<file path="src/rtl/fetch_decode_queue_if.sv">
// Handshake bundle between the fetch unit, the prefetch queue and the decode stage.
// The queue takes the slave view; the fetch/decode side (or a bench) takes the master view.
interface fetch_decode_queue_if #(
    parameter int ADDR_W = 2
);
    logic              in_valid;
    logic              in_ready;
    logic [31:0]       in_instr;
    logic [31:0]       in_pc;
    logic              flush;
    logic              out_valid;
    logic              out_ready;
    logic [31:0]       out_instr;
    logic [31:0]       out_pc;
    logic [31:0]       out_pc4;
    logic [ADDR_W:0]   count;
    logic              full;
    logic              empty;

    modport master (
        output in_valid, in_instr, in_pc, flush, out_ready,
        input  in_ready, out_valid, out_instr, out_pc, out_pc4, count, full, empty
    );

    modport slave (
        input  in_valid, in_instr, in_pc, flush, out_ready,
        output in_ready, out_valid, out_instr, out_pc, out_pc4, count, full, empty
    );
endinterface

</file>
<file path="src/rtl/fetch_decode_queue.sv">
// Instruction prefetch queue: circular buffer of {instr, pc} entries between fetch and decode.
// A redirect (flush) empties the queue; outputs read the head entry combinationally.
module fetch_decode_queue #(
    parameter int DEPTH  = 4,
    parameter int ADDR_W = 2
) (
    input  logic                  clk,
    input  logic                  reset,
    fetch_decode_queue_if.slave   q
);
    localparam logic [ADDR_W-1:0] PTR_ONE   = 1;
    localparam logic [ADDR_W:0]   COUNT_ONE = 1;
    localparam logic [ADDR_W:0]   COUNT_MAX = (ADDR_W+1)'(DEPTH);

    logic [63:0]       mem [DEPTH];
    logic [ADDR_W-1:0] wr_ptr;
    logic [ADDR_W-1:0] rd_ptr;
    logic [ADDR_W:0]   count_q;
    logic [63:0]       head;
    logic              push;
    logic              pop;

    // Ready and valid come only from registered count, so there is no ready-from-ready path.
    assign q.full     = (count_q == COUNT_MAX);
    assign q.empty    = (count_q == '0);
    assign q.in_ready = !q.full;
    assign q.out_valid = !q.empty;
    assign q.count    = count_q;

    assign push = q.in_valid && q.in_ready && !q.flush;
    assign pop  = q.out_valid && q.out_ready && !q.flush;

    // NOTE: storage is deliberately not reset; count gates every read, so stale data never escapes.
    always_ff @(posedge clk) begin
        if (push) begin
            // NOTE: non-blocking assignments for all sequential state, so every register samples pre-edge values.
            mem[wr_ptr] <= {q.in_instr, q.in_pc};
        end
    end

    always_ff @(posedge clk) begin
        if (reset || q.flush) begin
            wr_ptr  <= '0;
            rd_ptr  <= '0;
            count_q <= '0;
        end else begin
            if (push) wr_ptr <= wr_ptr + PTR_ONE;
            if (pop)  rd_ptr <= rd_ptr + PTR_ONE;
            case ({push, pop})
                2'b10:   count_q <= count_q + COUNT_ONE;
                2'b01:   count_q <= count_q - COUNT_ONE;
                default: count_q <= count_q;
            endcase
        end
    end

    // An empty queue presents a nop at PC 0 rather than whatever the head slot last held.
    assign head        = mem[rd_ptr];
    assign q.out_instr = q.out_valid ? head[63:32]          : 32'h0000_0000;
    assign q.out_pc    = q.out_valid ? head[31:0]           : 32'h0000_0000;
    assign q.out_pc4   = q.out_valid ? head[31:0] + 32'd4   : 32'h0000_0000;
endmodule

</file>
<file path="src/flat_wrapper.sv">
// flat-port wrapper written by rule: the top's interface ports become plain ports
module fetch_decode_queue_flat 
#(
    parameter int DEPTH  = 4,
    parameter int ADDR_W = 2
)
  (clk, reset, q_in_valid, q_in_instr, q_in_pc, q_flush, q_out_ready, q_in_ready, q_out_valid, q_out_instr, q_out_pc, q_out_pc4, q_count, q_full, q_empty);
  fetch_decode_queue_if #(.ADDR_W(ADDR_W)) q_i ();
  input  logic clk;
  input  logic reset;
  input wire logic [$bits(q_i.in_valid)-1:0] q_in_valid;
  input wire logic [$bits(q_i.in_instr)-1:0] q_in_instr;
  input wire logic [$bits(q_i.in_pc)-1:0] q_in_pc;
  input wire logic [$bits(q_i.flush)-1:0] q_flush;
  input wire logic [$bits(q_i.out_ready)-1:0] q_out_ready;
  output wire logic [$bits(q_i.in_ready)-1:0] q_in_ready;
  output wire logic [$bits(q_i.out_valid)-1:0] q_out_valid;
  output wire logic [$bits(q_i.out_instr)-1:0] q_out_instr;
  output wire logic [$bits(q_i.out_pc)-1:0] q_out_pc;
  output wire logic [$bits(q_i.out_pc4)-1:0] q_out_pc4;
  output wire logic [$bits(q_i.count)-1:0] q_count;
  output wire logic [$bits(q_i.full)-1:0] q_full;
  output wire logic [$bits(q_i.empty)-1:0] q_empty;
  assign q_i.in_valid = q_in_valid;
  assign q_i.in_instr = q_in_instr;
  assign q_i.in_pc = q_in_pc;
  assign q_i.flush = q_flush;
  assign q_i.out_ready = q_out_ready;
  assign q_in_ready = q_i.in_ready;
  assign q_out_valid = q_i.out_valid;
  assign q_out_instr = q_i.out_instr;
  assign q_out_pc = q_i.out_pc;
  assign q_out_pc4 = q_i.out_pc4;
  assign q_count = q_i.count;
  assign q_full = q_i.full;
  assign q_empty = q_i.empty;
  fetch_decode_queue #(.DEPTH(DEPTH), .ADDR_W(ADDR_W)) u_core (.clk(clk), .reset(reset), .q(q_i));
endmodule
</file>
<file path="config.mk">
export PLATFORM = sky130hd
export DESIGN_NAME = fetch_decode_queue_flat
export DESIGN_NICKNAME = d
export VERILOG_FILES = /design/src/rtl/fetch_decode_queue_if.sv /design/src/rtl/fetch_decode_queue.sv /design/src/flat_wrapper.sv
export SDC_FILE = /design/constraint.sdc
export NUM_CORES = 1
export LEC_CHECK = 0
export BUFFER_PORTS_ARGS = -buffer_cell sky130_fd_sc_hd__buf_2
export CORE_ASPECT_RATIO = 0.5
export CORE_MARGIN = 4
export CORE_UTILIZATION = 35
export DETAILED_ROUTE_END_ITERATION = 8
export GPL_ROUTABILITY_DRIVEN = 0
export PLACE_DENSITY = 0.61
export SYNTH_ARGS = -nofsm -noshare
export SYNTH_HDL_FRONTEND = slang
export SYNTH_SLANG_ARGS = --single-unit
</file>
<file path="constraint.sdc">
create_clock -name clk -period 3.8 [get_ports clk]
set_input_delay 0.38 -clock clk [delete_from_list [all_inputs] [get_ports clk]]
set_output_delay 0.38 -clock clk [all_outputs]
set_load 0.1 [all_outputs]
</file>
Word level (Yosys, flattened, before mapping)

Memory sizes are Yosys's and may differ from the RTL's. A register that Yosys moved wholly into a read port is not among the register bits.
Index checks and enable logic that the tools add are counted.

Equal/unequal tests: 3
Reductions and logical operators: 10
Mux-type cells: 8
Add/sub/neg operators: 5

Operators by type and width:

| operator                | count |
|---|---|
| $mux W32                | 3 |
| $add A32 B3 Y32 const B | 1 |
| $pmux W3 S2             | 1 |
| $add A2 B1 Y2 const B   | 2 |
| $logic_and A1 B1 Y1     | 4 |
| $mux W2                 | 2 |
| $add A3 B1 Y3 const B   | 1 |
| $eq A3 B3 Y1 const B    | 1 |
| $logic_not A1 Y1        | 3 |
| $logic_not A3 Y1        | 1 |
| $sub A3 B1 Y3 const B   | 1 |
| $eq A2 B1 Y1 const B    | 1 |
| $eq A2 B2 Y1 const B    | 1 |
| $mux W1                 | 2 |
| $reduce_bool A2 Y1      | 1 |
| $logic_or A1 B1 Y1      | 1 |

Output and inout bits: 103
Logic and storage cells: 30
Flip-flop bits (word level): 7
Memories kept: 1
Bits of input ports: 69
RAM bits: 256

Memories:

| name       | words | bits a word | read ports | clocked after memory_dff | wr ports | RTL line                 | text |
|---|---|---|---|---|---|---|---|
| u_core.mem | 4     | 64          | 1          | 1                        | 1        | fetch_decode_queue.sv:15 | `logic [63:0] mem [DEPTH];` |

Logic depth before layout (Yosys ltp)

Gate-level depths: netlist of run 1.

Word-level depth: 6
Depth in mapped cells: 11
Gate-level depth less buffers: 11

Worst setup path before layout of run 1

Ideal clock, no wire load.

Kind: reg2out
From: register u_core.count_q[0], in the netlist u_core.q.count[0]
To: output port q_out_pc4[11]
Arrival: 3,871 ps
Cell stages (with the launch flop): 7
Buffers on the path: 3
Required time: 3,420 ps
Path slack: -451 ps
Cells stage by stage: dfxtp_1 -> or3_1 -> clkbuf_1 -> clkinv_1 -> buf_6 -> clkbuf_1 -> nor2_1

Longest elaborated chain between the ends: 2

Ends and longest elaborated chain:

| element                | RTL line                 | text |
|---|---|---|
| start, declared        | fetch_decode_queue.sv:18 | `logic [ADDR_W:0] count_q;` |
| start signal, assigned | fetch_decode_queue.sv:50 | `2'b10: count_q <= count_q + COUNT_ONE;` |
| start signal, assigned | fetch_decode_queue.sv:51 | `2'b01: count_q <= count_q - COUNT_ONE;` |
| start signal, assigned | fetch_decode_queue.sv:52 | `default: count_q <= count_q;` |
| $logic_not A3 Y1       | fetch_decode_queue.sv:25 | `assign q.empty = (count_q == '0);` |
| named net q_empty      | flat_wrapper.sv:23       | `output wire logic [$bits(q_i.empty)-1:0] q_empty;` |
| $mux W32               | fetch_decode_queue.sv:61 | `assign q.out_pc4 = q.out_valid ? head[31:0] + 32'd4 : 32'h0000_0000;` |
| end, declared          | flat_wrapper.sv:20       | `output wire logic [$bits(q_i.out_pc4)-1:0] q_out_pc4;` |

The timed path passes the listed nets, and every way through them passes these cells.

==> results of run 1 <==
[area by class of cell]
| cell class | count | area, um^2 | area share |
|---|---|---|---|
| Clock inverter | 20 | 211.5 | 0.01580 |
| Clock buffer | 28 | 658.1 | 0.04919 |
| Multi-Input combinational cell | 287 | 2970 | 0.2220 |
| Tap cell | 423 | 529.3 | 0.03956 |
| Antenna cell | 2 | 5.005 | 0.0003741 |
| Inverter | 12 | 45.04 | 0.003367 |
| Timing Repair Buffer | 182 | 1085 | 0.08108 |
| Sequential cell | 265 | 7875 | 0.5886 |
[stage by stage]
step           total power, W    util
3_5_place_dp         0.003866  0.4069
2_1_floorplan        0.003714       -
5_1_grt              0.006585  0.4360
6_report             0.006366  0.4360
4_1_cts              0.006421  0.4358
3_3_place_gp         0.003858  0.4069
[layer usage]
| layer | vias up | wire [um] |
|---|---|---|
| li1 | 2705 | - |
| met1 | 3076 | 9346 |
| met2 | 101 | 13350 |
| met3 | 45 | 769 |
| met4 | 2 | 708 |
| met5 | - | 13 |
[power groups by stage]
stage               Combinational, W  Sequential [W]  Clock, W
floorplan                   0.000383         0.00333         0
global placement            0.000532         0.00333         0
detailed placement          0.000538         0.00333         0
CTS                         0.000540         0.00327   0.00262
global route                0.000561         0.00327   0.00276
finish                      0.000535         0.00327   0.00257
[cell families (layout without fill, tap and decap cells)]
kind of cell | Yosys count | after routing | synth area share
AO/OA/AOI/OAI | 14 | 14 | 0.007259
XOR/XNOR | 14 | 14 | 0.01112
adder cells (fa/ha/maj) | 7 | 7 | 0.008620
buffers and inverters | 41 | 242 | 0.02019
flip-flops | 265 | 265 | 0.7132
multiplexers | 80 | 80 | 0.1532
other | 0 | 2 | 0
AND/OR/NAND/NOR | 172 | 172 | 0.08643
[how the worst min path moves through the flow]
stage | slack, ns | cells after the start | end | from
6_report | 0.05 | 1 | u_core.mem[1][63] | q_in_instr[31]
2_1_floorplan | 0.47 | 2 | u_core.wr_ptr[1] | u_core.wr_ptr[1]
5_1_grt | 0.02 | 1 | u_core.mem[1][58] | q_in_instr[26]
3_5_place_dp | 0.49 | 2 | u_core.wr_ptr[1] | u_core.wr_ptr[1]
4_1_cts | 0.02 | 1 | u_core.mem[0][36] | q_in_instr[4]
3_3_place_gp | 0.49 | 2 | u_core.wr_ptr[1] | u_core.wr_ptr[1]
[sequential cells by signal, indices dropped and copies added (netlist names), named ones only]
signal / flops
u_core.rd_ptr: 2
u_core.q.count: 3
u_core.wr_ptr: 2
u_core.mem: 256
[what timing repair did]
item                       CTS  global route
hold endpoints to repair     0             0
gates resized for setup      3             6
gates cloned                 0             0
hold buffers                 0             0
pin swaps                    0             1
setup endpoints to repair    8             5
[placed cells by master, fill, tap and decap left out, types with 4 or more instances in the layout]
cell type                   count
sky130_fd_sc_hd__buf_2        162
sky130_fd_sc_hd__a21oi_2        4
sky130_fd_sc_hd__xnor2_1        9
sky130_fd_sc_hd__mux2_2        14
sky130_fd_sc_hd__nand4_1        4
sky130_fd_sc_hd__nor3_1         9
sky130_fd_sc_hd__nor4_1         4
sky130_fd_sc_hd__buf_4          9
sky130_fd_sc_hd__and2_4         4
sky130_fd_sc_hd__nor2_1        39
sky130_fd_sc_hd__and2_1        62
sky130_fd_sc_hd__xor2_1         5
sky130_fd_sc_hd__a21oi_1        4
sky130_fd_sc_hd__ha_1           6
sky130_fd_sc_hd__clkinv_1       7
sky130_fd_sc_hd__clkinv_2       7
sky130_fd_sc_hd__dfxtp_1        7
sky130_fd_sc_hd__nand3_1       11
sky130_fd_sc_hd__buf_12         9
sky130_fd_sc_hd__o21ai_0        4
sky130_fd_sc_hd__inv_1         11
sky130_fd_sc_hd__or3_1          4
sky130_fd_sc_hd__clkbuf_16     26
sky130_fd_sc_hd__mux4_1        16
sky130_fd_sc_hd__edfxtp_1     256
sky130_fd_sc_hd__mux4_2        48
sky130_fd_sc_hd__nand2_1       16
==> reports/metrics.csv, run 1 <==
stage,metric,value,unit
cts,CTS H-Tree Depth,1,
floorplanning,overall die area,34600,um^2
sta,unrepaired setup endpoints after global routing,no,
power,sequential power share,0.513,
sta,Slew @ Worst Pin,1.060,ns
floorplanning,number of placed I/O pins,172,
cts,clock root buffer,sky130_fd_sc_hd__clkbuf_16,
critical_path,max incr delay on CP,0.68,ns
cts,Post-CTS Repair Setup Buffers,0,
critical_path,Worst Setup EP,q_out_pc4[21],
floorplanning,Initial Util,0.3595,
sta,worst hold slack,0.04616,ns
sta,final hold vios,0,
hold_path,Hold/Removal Path Class,in2reg,
synthesis,most instantiated cells after synthesis,"sky130_fd_sc_hd__edfxtp_1 (256), sky130_fd_sc_hd__and2_1 (66), sky130_fd_sc_hd__mux4_2 (45)",
global_route,initial antenna violation count,3,
power,cell internal power dissipation,0.004851,W
sta,final period utilization,0.9626,
drt,total wire length after detailed routing,24190,um
critical_path,startpoint of the worst register-to-register path,u_core.q.count[0],
drt,total number of vias,5929,
run,Max-Cap Viols,0,
cts,source-to-sink clock delay at the later pin of the worst-skew pair,0.55,ns
sta,Final Critical Period,3.658,ns
synthesis,average footprint of a synthesized cell,18.60,um^2
synthesis,Post-Synthesis Net Count,669,
drt,DRC viols,0,
cts,TritonCTS buffer count,26,
synthesis,total of warnings raised by yosys,0,
cts,clock sink total,265,
sta,Final setup violation count,0,
cts,clock tree from TritonCTS,done,
critical_path,Crit Reg-Reg Endpoint,u_core.q.count[2],
final_layout,layout cells sized above 1,0.3866,
final_layout,FILL cells,2709,
placement,number of cells after detailed placement,1169,
drt,Detail Route Antenna Nets,0,
floorplanning,overall die height,133.5,um
final_layout,synthesis-to-finish area growth,21.28,%
global_route,routing usage on met3,0.02146,
final_layout,summed area of non-filler cells in the final layout,13380,um^2
critical_path,CP bufs+invs,2,
synthesis,proportion of netlist area held by the largest area contributor,0.6968,
floorplanning,floorplan row count,45,
power,switching share of total power,0.2380,
critical_path,largest fanout on the critical path,20,
power,proportion of power drawn by combinational gates,0.084,
critical_path,"Data required, critical path",3.42,ns
run_status,status,completed,
global_route,first-pass GRT wire length,36510,um
final_layout,fin cells,1219,
global_route,number of global-route vias before repair,6120,
sta,slew margin rel.,0.2931,
critical_path,Critical Path AT,3.28,ns
critical_path,endpoint class of the critical path,primary output,
drt,average wire length per cell after detail routing,19.84,um
critical_path,critical-path cell list,buf_8 -> mux4_1 -> and4_2 -> and4_2 -> nand2_1 -> mux2_2 -> buf_2,
final_layout,final net count,850,
synthesis,proportion of synthesized flip-flops having asynchronous set or reset,0,
placement,IO Port Bufs,171,
power,maximum vdd ir drop,0.3587,mV
critical_path,depth of the critical timing path with buffers and inverters included,7,
placement,Post-DP Area,12490,um^2
synthesis,cell with the most instances after synthesis,sky130_fd_sc_hd__edfxtp_1,
synthesis,cell type with the largest total area after synthesis,sky130_fd_sc_hd__edfxtp_1,
power,total net switching power,0.001515,W
sta,Fin Clk Skew,0.01293,ns
drt,average vias per placed instance,4.864,
power,share of power burned in the clock network,0.403,
sta,maximum achievable frequency,273.4,MHz
global_route,global routing met1 resource utilization,0.1607,
placement,HPWL Detailed,15340,um
power,Power per Cell Area,475.8,nW/um^2
sta,count of pins over their slew limit,0,
cts,clock slew seen by the registers of the worst setup and hold paths,0.06,ns
power,leakage power total,4.679,nW
critical_path,kind of launch point of the worst setup path,flop,
synthesis,post-synthesis register bit count,265,
floorplanning,die width,259.1,um
critical_path,flop-to-flop setup slack,1.28,ns
global_route,GR Util met2,0.2565,
synthesis,flip-flop cell with the highest count after synthesis,sky130_fd_sc_hd__edfxtp_1,
synthesis,cell types occupying the most area after synthesis,"sky130_fd_sc_hd__edfxtp_1 (70%), sky130_fd_sc_hd__mux4_2 (9.2%), sky130_fd_sc_hd__mux4_1 (4.5%)",
cts,worst-case clock buffer depth,3,
global_route,total overflow reported by the global router,0,
drt,1st-pass router iterations,4,
synthesis,cell area after synthesis,11030,um^2
synthesis,Post-synth EDFFs,256,
critical_path,worst setup path category,reg2out,
global_route,overall routing resource usage,0.1363,
placement,Worst Setup Slack post-DPL,0.4775,ns
critical_path,cell repeated most along the worst path,sky130_fd_sc_hd__and4_2,
synthesis,sequential-to-total area share from yosys stat,0.7132,
sta,setup_tns,0,ns
critical_path,number of cells traversed by the worst register-to-register path,10,
sta,final critical-path setup slack,0.1421,ns
synthesis,count of mapped cells out of synthesis,593,
synthesis,number of distinct library cell variants in the gate-level netlist after synthesis,42,
global_route,pin count of the biggest net entering global routing,65,
drt,First DRT Iteration DRCs,356,
critical_path,slowest cell on the critical path,sky130_fd_sc_hd__mux4_1,
critical_path,Worst path top cell family by delay,multiplexers,
global_route,busiest layer in global routing,met2,
floorplanning,core footprint,30690,um^2
Note: power is estimated with default switching activity, not from simulation.
==> inputs of run 2 (changes only) <==
--- a/config.mk
+++ b/config.mk
@@ -8,10 +8,10 @@
 export BUFFER_PORTS_ARGS = -buffer_cell sky130_fd_sc_hd__buf_2
 export CORE_ASPECT_RATIO = 0.5
 export CORE_MARGIN = 4
-export CORE_UTILIZATION = 35
+export CORE_UTILIZATION = 44
 export DETAILED_ROUTE_END_ITERATION = 8
 export GPL_ROUTABILITY_DRIVEN = 0
-export PLACE_DENSITY = 0.61
+export PLACE_DENSITY = 0.71
 export SYNTH_ARGS = -nofsm -noshare
 export SYNTH_HDL_FRONTEND = slang
 export SYNTH_SLANG_ARGS = --single-unit
==> reports/metrics.csv, run 2 (synthesized netlist as in run 1, its figures left out) <==
stage,metric,value,unit,change
run_status,status,completed,,
critical_path,Crit Reg-Reg Endpoint,u_core.q.count[2],,
hold_path,worst hold path startpoint,q_in_pc[19],,
hold_path,Hold/Removal Path Class,in2reg,,
floorplanning,die width,231.9,um,-10%
sta,Final Critical Period,3.660,ns,+0.001969 ns
critical_path,slowest cell on the critical path,sky130_fd_sc_hd__mux4_1,,
cts,CTS H-Tree Depth,1,,unchanged
critical_path,number of cells traversed by the worst register-to-register path,9,,-1
power,Power per Cell Area,481.1,nW/um^2,+1.1%
cts,clock sink total,265,,unchanged
final_layout,end-of-flow core utilization,0.5427,,+0.1067
sta,count of pins over their slew limit,0,,unchanged
global_route,pin count of the biggest net entering global routing,65,,unchanged
final_layout,layout cells sized above 1,0.3780,,-0.008647
drt,DRC viols,0,,unchanged
placement,Post-DP Area,12300,um^2,-1.5%
global_route,initial antenna violation count,2,,-1
cts,TritonCTS buffer count,25,,-3.8%
drt,1st-pass router iterations,4,,unchanged
hold_path,endpoint of the worst hold-timing path,u_core.mem[1][19],,
sta,Final setup violation count,0,,unchanged
global_route,overall routing resource usage,0.1653,,+0.02906
cts,# hold bufs at CTS,0,,unchanged
critical_path,largest fanout on the critical path,16,,-20%
final_layout,Largest register FFs,256,,unchanged
critical_path,kind of launch point of the worst setup path,flop,,
critical_path,Worst path top cell family by delay,multiplexers,,
critical_path,endpoint class of the critical path,primary output,,
cts,source-to-sink clock delay at the later pin of the worst-skew pair,0.51,ns,-0.04 ns
critical_path,max incr delay on CP,0.73,ns,+0.05 ns
sta,unrepaired setup endpoints after global routing,no,,
power,leakage power total,4.655,nW,-0.51%
sta,Slew @ Worst Pin,1.061,ns,+0.00009415 ns
sta,final hold vios,0,,unchanged
cts,worst-case clock buffer depth,3,,unchanged
floorplanning,floorplan row count,40,,-11%
sta,Fin Clk Skew,0.007993,ns,-0.004938 ns
placement,IO Port Bufs,171,,unchanged
global_route,number of global-route vias before repair,6232,,+1.8%
final_layout,most frequent cells in the layout,"sky130_fd_sc_hd__edfxtp_1 (256), sky130_fd_sc_hd__buf_2 (160), sky130_fd_sc_hd__and2_1 (62), sky130_fd_sc_hd__mux4_2 (45), sky130_fd_sc_hd__nor2_1 (39)",,
critical_path,critical-path cell list,buf_4 -> mux4_1 -> and3_2 -> and4_2 -> nand2_1 -> mux2_2 -> buf_2,,
critical_path,worst setup path category,reg2out,,
final_layout,final net count,850,,unchanged
sta,worst hold slack,0.08021,ns,+0.03405 ns
critical_path,flop-to-flop setup slack,1.29,ns,about the same
drt,average wire length per cell after detail routing,20.68,um,+4.2%
final_layout,most common library cell in the layout ignoring fill and taps,sky130_fd_sc_hd__edfxtp_1,,
drt,total number of vias,5912,,-0.29%
global_route,first-pass GRT wire length,35580,um,-2.5%
sta,final period utilization,0.9631,,about the same
floorplanning,overall die height,120.0,um,-10%
run,Max-Cap Viols,0,,unchanged
placement,number of cells after detailed placement,1080,,-7.6%
hold_path,number of cells on the worst hold path,1,,unchanged
final_layout,register with the most flip-flops,u_core.mem,,
cts,clock slew seen by the registers of the worst setup and hold paths,0.06,ns,about the same
power,maximum vdd ir drop,0.3420,mV,-4.6%
cts,clock root buffer,sky130_fd_sc_hd__clkbuf_16,,
drt,First DRT Iteration DRCs,409,,+15%
critical_path,startpoint of the worst register-to-register path,u_core.q.count[0],,
global_route,total overflow reported by the global router,0,,unchanged
sta,slew margin rel.,0.2930,,about the same
drt,average vias per placed instance,5.241,,+7.8%
floorplanning,number of placed I/O pins,172,,unchanged
placement,HPWL Detailed,14750,um,-3.8%
drt,total wire length after detailed routing,23330,um,-3.6%
floorplanning,Initial Util,0.4535,,+0.09404
critical_path,CP bufs+invs,2,,unchanged
cts,clock tree from TritonCTS,done,,
drt,Detail Route Antenna Nets,0,,unchanged
critical_path,Critical Path AT,3.28,ns,about the same
floorplanning,core footprint,24320,um^2,-21%
final_layout,summed area of non-filler cells in the final layout,13200,um^2,-1.3%
final_layout,synthesis-to-finish area growth,19.67,%,
sta,maximum achievable frequency,273.2,MHz,about the same
final_layout,fin cells,1128,,-7.5%
floorplanning,overall die area,27820,um^2,-20%
critical_path,"Data required, critical path",3.42,ns,about the same
-- run 2: changes by cell type in the layout (fill, tap and decap cells not counted), moves of 2 or more --
cell	previous run	this run
sky130_fd_sc_hd__clkinv_1	7	9
sky130_fd_sc_hd__clkinv_4	2	0
sky130_fd_sc_hd__mux4_1	16	19
sky130_fd_sc_hd__mux4_2	48	45
sky130_fd_sc_hd__clkbuf_4	0	6
sky130_fd_sc_hd__buf_2	162	160
sky130_fd_sc_hd__clkinv_2	7	3
sky130_fd_sc_hd__buf_4	9	12
sky130_fd_sc_hd__buf_12	9	5
sky130_fd_sc_hd__bufinv_16	3	5
-- run 2: through the flow --
stage | worst slack (ns) | power (W) | TNS [ns]
detailed placement | 0.4926 | 0.003858 | 0
finish | 0.1401 | 0.006351 | 0
CTS | 0.07616 | 0.006409 | 0
global route | 0.001493 | 0.006566 | 0
floorplan | -0.4506 | 0.003714 | -4.056
global placement | 0.5562 | 0.003847 | 0
-- run 2: final cells by class --
| cell class | count | area (um^2) |
|---|---|---|
| Clock inverter | 17 | 203.9 |
| Inverter | 12 | 45.04 |
| Multi-Input combinational cell | 287 | 2985 |
| Clock buffer | 27 | 633.1 |
| Timing Repair Buffer | 183 | 1036 |
| Tap cell | 336 | 420.4 |
| Fill cell | 1938 | 11120 |
| Antenna cell | 1 | 2.502 |
| Sequential cell | 265 | 7875 |
-- run 2: per-layer routing --
metal  vias up  part of all wire  track usage
met1      3036              0.41       0.2074
li1       2719                 -            -
met3        48             0.034      0.02657
met4         2             0.028      0.04886
met5         -           0.00051            0
met2       107              0.53       0.2985
-- run 2: how the worst max path moves through the flow --
| stage | start | end | slack [ns] | cells after the start |
|---|---|---|---|---|
| 2_1_floorplan | u_core.q.count[0] | q_out_pc4[11] | -0.45 | 6 |
| 3_3_place_gp | flop | q_out_pc4[26] | 0.56 | 8 |
| 3_5_place_dp | flop | q_out_pc4[26] | 0.49 | 7 |
| 4_1_cts | flop | q_out_pc4[31] | 0.08 | 7 |
| 5_1_grt | flop | q_out_pc4[28] | 0.001 | 8 |
| 6_report | flop | q_out_pc4[21] | 0.14 | 7 |
-- run 2: report_power, final --
part / internal, W / switching (W) / total (W)
Sequential: 0.00325 / 0.0000113 / 0.00327
Clock: 0.00154 / 0.00102 / 0.00256
Combinational: 0.000120 / 0.000408 / 0.000527
-- run 2: repair_timing --
item | 4_1_cts | 5_1_grt
pin swaps | 0 | 1
gates resized for setup | 1 | 8
buffers inserted | 1 | 2
setup endpoints to repair | 5 | 8
-- run 2: worst register-to-register path, cell delays in order, from the launching register on --
cell                       delay, ns
sky130_fd_sc_hd__dfxtp_1        0.40
sky130_fd_sc_hd__or3_2          0.15
sky130_fd_sc_hd__clkinv_1       0.07
sky130_fd_sc_hd__nor3b_1        0.50
sky130_fd_sc_hd__ha_1           0.28
sky130_fd_sc_hd__inv_1          0.07
sky130_fd_sc_hd__fa_1           0.38
sky130_fd_sc_hd__xor2_1         0.16
sky130_fd_sc_hd__or3_1          0.30
sky130_fd_sc_hd__a21oi_1        0.14
==> inputs of run 3 (changes only) <==
--- a/config.mk
+++ b/config.mk
@@ -5,6 +5,7 @@
 export SDC_FILE = /design/constraint.sdc
 export NUM_CORES = 1
 export LEC_CHECK = 0
+export ABC_AREA = 1
 export BUFFER_PORTS_ARGS = -buffer_cell sky130_fd_sc_hd__buf_2
 export CORE_ASPECT_RATIO = 0.5
 export CORE_MARGIN = 4
==> reports/metrics.csv, run 3 <==
stage,metric,value,unit,change
synthesis,number of distinct library cell variants in the gate-level netlist after synthesis,27,,-36%
synthesis,proportion of synthesized flip-flops having asynchronous set or reset,0,,unchanged
final_layout,most frequent cells in the layout,"sky130_fd_sc_hd__nand2_1 (350), sky130_fd_sc_hd__edfxtp_1 (256), sky130_fd_sc_hd__nor2_1 (230), sky130_fd_sc_hd__buf_2 (144), sky130_fd_sc_hd__o21ai_0 (87)",,
global_route,overall routing resource usage,0.1989,,+0.03357
synthesis,cell types occupying the most area after synthesis,"sky130_fd_sc_hd__edfxtp_1 (64%), sky130_fd_sc_hd__nand2_1 (11%), sky130_fd_sc_hd__nor2_1 (7.7%)",,
final_layout,register with the most flip-flops,u_core.mem,,
cts,CTS H-Tree Depth,1,,unchanged
sta,final hold vios,0,,unchanged
critical_path,Worst Setup EP,q_out_pc4[15],,
cts,clock slew seen by the registers of the worst setup and hold paths,0.07,ns,about the same
run,Max-Cap Viols,0,,unchanged
power,Power per Cell Area,456.8,nW/um^2,-5.1%
cts,source-to-sink clock delay at the later pin of the worst-skew pair,0.55,ns,+0.04 ns
synthesis,Post-Synthesis Net Count,1293,,+93%
synthesis,total of warnings raised by yosys,0,,unchanged
sta,slew margin rel.,0.3122,,+0.01918
cts,TritonCTS buffer count,26,,+4.0%
drt,DRC viols,0,,unchanged
sta,maximum achievable frequency,277.4,MHz,+1.5%
synthesis,flip-flop cell with the highest count after synthesis,sky130_fd_sc_hd__edfxtp_1,,
floorplanning,core footprint,26540,um^2,+9.1%
global_route,pin count of the biggest net entering global routing,71,,+9.2%
final_layout,final net count,1455,,+71%
synthesis,average footprint of a synthesized cell,9.797,um^2,-47%
drt,1st-pass router iterations,8,,+4
critical_path,Critical Path AT,3.23,ns,-0.05 ns
final_layout,Largest register FFs,256,,unchanged
synthesis,cell with the most instances after synthesis,sky130_fd_sc_hd__nand2_1,,
power,leakage power total,5.788,nW,+24%
sta,final period utilization,0.9487,,-0.01442
final_layout,synthesis-to-finish area growth,21.47,%,
placement,IO Port Bufs,171,,unchanged
global_route,initial antenna violation count,6,,+4
drt,total number of vias,9191,,+55%
sta,count of pins over their slew limit,0,,unchanged
critical_path,flop-to-flop setup slack,0.80,ns,-0.49 ns
synthesis,sequential-to-total area share from yosys stat,0.6599,,-0.05329
drt,average vias per placed instance,5.243,,about the same
floorplanning,number of placed I/O pins,172,,unchanged
sta,Final Critical Period,3.605,ns,-0.05479 ns
sta,unrepaired setup endpoints after global routing,yes,,
global_route,number of global-route vias before repair,8987,,+44%
sta,Final setup violation count,0,,unchanged
drt,total wire length after detailed routing,30710,um,+32%
critical_path,Crit Reg-Reg Endpoint,u_core.q.count[0],,
drt,average wire length per cell after detail routing,17.52,um,-15%
hold_path,Hold/Removal Path Class,in2reg,,
sta,Fin Clk Skew,0.008025,ns,+0.00003291 ns
floorplanning,overall die area,29950,um^2,+7.7%
global_route,first-pass GRT wire length,47400,um,+33%
synthesis,most instantiated cells after synthesis,"sky130_fd_sc_hd__nand2_1 (350), sky130_fd_sc_hd__edfxtp_1 (256), sky130_fd_sc_hd__nor2_1 (243)",,
floorplanning,die width,240.8,um,+3.8%
critical_path,worst setup path category,reg2out,,
floorplanning,Initial Util,0.4493,,-0.004280
synthesis,proportion of netlist area held by the largest area contributor,0.6448,,-0.05207
synthesis,post-synthesis register bit count,265,,unchanged
synthesis,cell type with the largest total area after synthesis,sky130_fd_sc_hd__edfxtp_1,,
sta,Slew @ Worst Pin,1.025,ns,-0.03511 ns
run_status,status,completed,,
critical_path,"Data required, critical path",3.42,ns,about the same
drt,First DRT Iteration DRCs,720,,+76%
critical_path,startpoint of the worst register-to-register path,u_core.q.count[2],,
synthesis,count of mapped cells out of synthesis,1217,,+110%
cts,clock root buffer,sky130_fd_sc_hd__clkbuf_16,,
drt,Detail Route Antenna Nets,0,,unchanged
cts,clock tree from TritonCTS,done,,
cts,clock sink total,265,,unchanged
critical_path,endpoint class of the critical path,primary output,,
final_layout,fin cells,1753,,+55%
final_layout,end-of-flow core utilization,0.5457,,+0.002986
synthesis,Post-synth EDFFs,256,,unchanged
synthesis,cell area after synthesis,11920,um^2,+8.1%
placement,HPWL Detailed,19970,um,+35%
critical_path,kind of launch point of the worst setup path,flop,,
final_layout,most common library cell in the layout ignoring fill and taps,sky130_fd_sc_hd__nand2_1,,
floorplanning,floorplan row count,42,,+5.0%
floorplanning,overall die height,124.4,um,+3.7%
critical_path,largest fanout on the critical path,26,,+10
final_layout,FILL cells,2272,,+17%
power,maximum vdd ir drop,0.2926,mV,-14%
final_layout,layout cells sized above 1,0.1887,,-0.1893
critical_path,number of cells traversed by the worst register-to-register path,8,,-1
global_route,total overflow reported by the global router,0,,unchanged
placement,number of cells after detailed placement,1700,,+57%
cts,worst-case clock buffer depth,3,,unchanged
-- run 3: cell count changes after synthesis, sizes merged, moves of 9 or more --
cell,before,now
o21ai,4,89
xnor2,9,0
mux2,14,0
a21oi,8,61
mux4,64,0
nor2,39,249
nand2,18,351
buf,16,39
inv,11,53
nand3,11,71
and2,67,1
-- run 3: layout make-up --
| type | instances | area (um^2) | share of cell area |
|---|---|---|---|
| diodes | 2 | 5.005 | 0.0003456 |
| flip-flops and latches | 265 | 7881 | 0.5442 |
| multi-input cells | 840 | 3657 | 0.2525 |
| repair buffers | 192 | 1435 | 0.09909 |
| clock inverters | 16 | 178.9 | 0.01235 |
| clock buffers | 32 | 673.1 | 0.04648 |
| inverters | 54 | 211.5 | 0.01460 |
| well taps | 352 | 440.4 | 0.03041 |
-- run 3: repair_timing --
item                                    CTS  global route
endpoints found under the setup margin    0            21
hold buffers                              2             0
buffers inserted                          0             1
hold endpoints to repair                  1             0
resized for setup                         0             3
-- run 3: worst min-delay path by stage --
stage | endpoint | startpoint | slack [ns] | depth (start not counted)
2_1_floorplan | flop | u_core.rd_ptr[1] | 0.44 | 2
3_3_place_gp | flop | u_core.rd_ptr[1] | 0.44 | 2
3_5_place_dp | flop | u_core.rd_ptr[1] | 0.45 | 2
4_1_cts | u_core.mem[0][30] | q_in_pc[30] | 0.02 | 1
5_1_grt | u_core.mem[2][30] | q_in_pc[30] | 0.02 | 1
6_report | u_core.mem[0][30] | q_in_pc[30] | 0.04 | 1
-- run 3: report_power, final --
part           leakage (nW)  switching, W  internal, W
Clock                 0.405       0.00109      0.00142
Sequential             2.40     0.0000148      0.00326
Combinational          2.98      0.000661     0.000171
Total                  5.79       0.00177      0.00485
-- run 3: critical path, cell delays in order (launching register included) --
cell                      delay (ns)
sky130_fd_sc_hd__dfxtp_4        0.42
sky130_fd_sc_hd__inv_2          0.38
sky130_fd_sc_hd__buf_4          0.34
sky130_fd_sc_hd__a21oi_1        0.07
sky130_fd_sc_hd__o21ai_0        0.10
sky130_fd_sc_hd__nand2_1        0.12
sky130_fd_sc_hd__nor2_2         0.18
sky130_fd_sc_hd__nand2_1        0.18
sky130_fd_sc_hd__nor2_2         0.32
sky130_fd_sc_hd__o21ai_0        0.12
sky130_fd_sc_hd__nor2_1         0.23
sky130_fd_sc_hd__buf_12         0.21
-- run 3: through the flow --
stage          cell area, um^2  TNS (ns)  hold slack, ns  setup WS, ns  power, W
3_5_place_dp             13590         0          0.4478        0.6872  0.004164
2_1_floorplan            12030         0          0.4356       0.03942  0.003921
3_3_place_gp             13590         0          0.4351        0.7423  0.004152
6_report                 14480         0         0.03846        0.1949  0.006616
5_1_grt                  14480   -0.1966         0.01971      -0.07061  0.006832
4_1_cts                  14460         0         0.01589       0.08760  0.006667
-- run 3: cell families (layout without fill, tap and decap cells) --
logic type,after synthesis,count (layout),synth area share
other,0,2,0
adder cells (fa/ha/maj),7,7,0.007976
AO/OA/AOI/OAI,153,153,0.06496
buffers and inverters,112,294,0.04156
flip-flops,265,265,0.6599
XOR/XNOR,2,2,0.001469
AND/OR/NAND/NOR,678,678,0.2242
-- run 3: layer usage --
metal / GRT usage / vias to the layer above / part of all wire
li1: - / 4409 / -
met1: 0.2505 / 4373 / 0.41
met2: 0.3422 / 317 / 0.49
met3: 0.03628 / 84 / 0.060
met4: 0.07786 / 8 / 0.040
met5: 0 / - / 0.0018
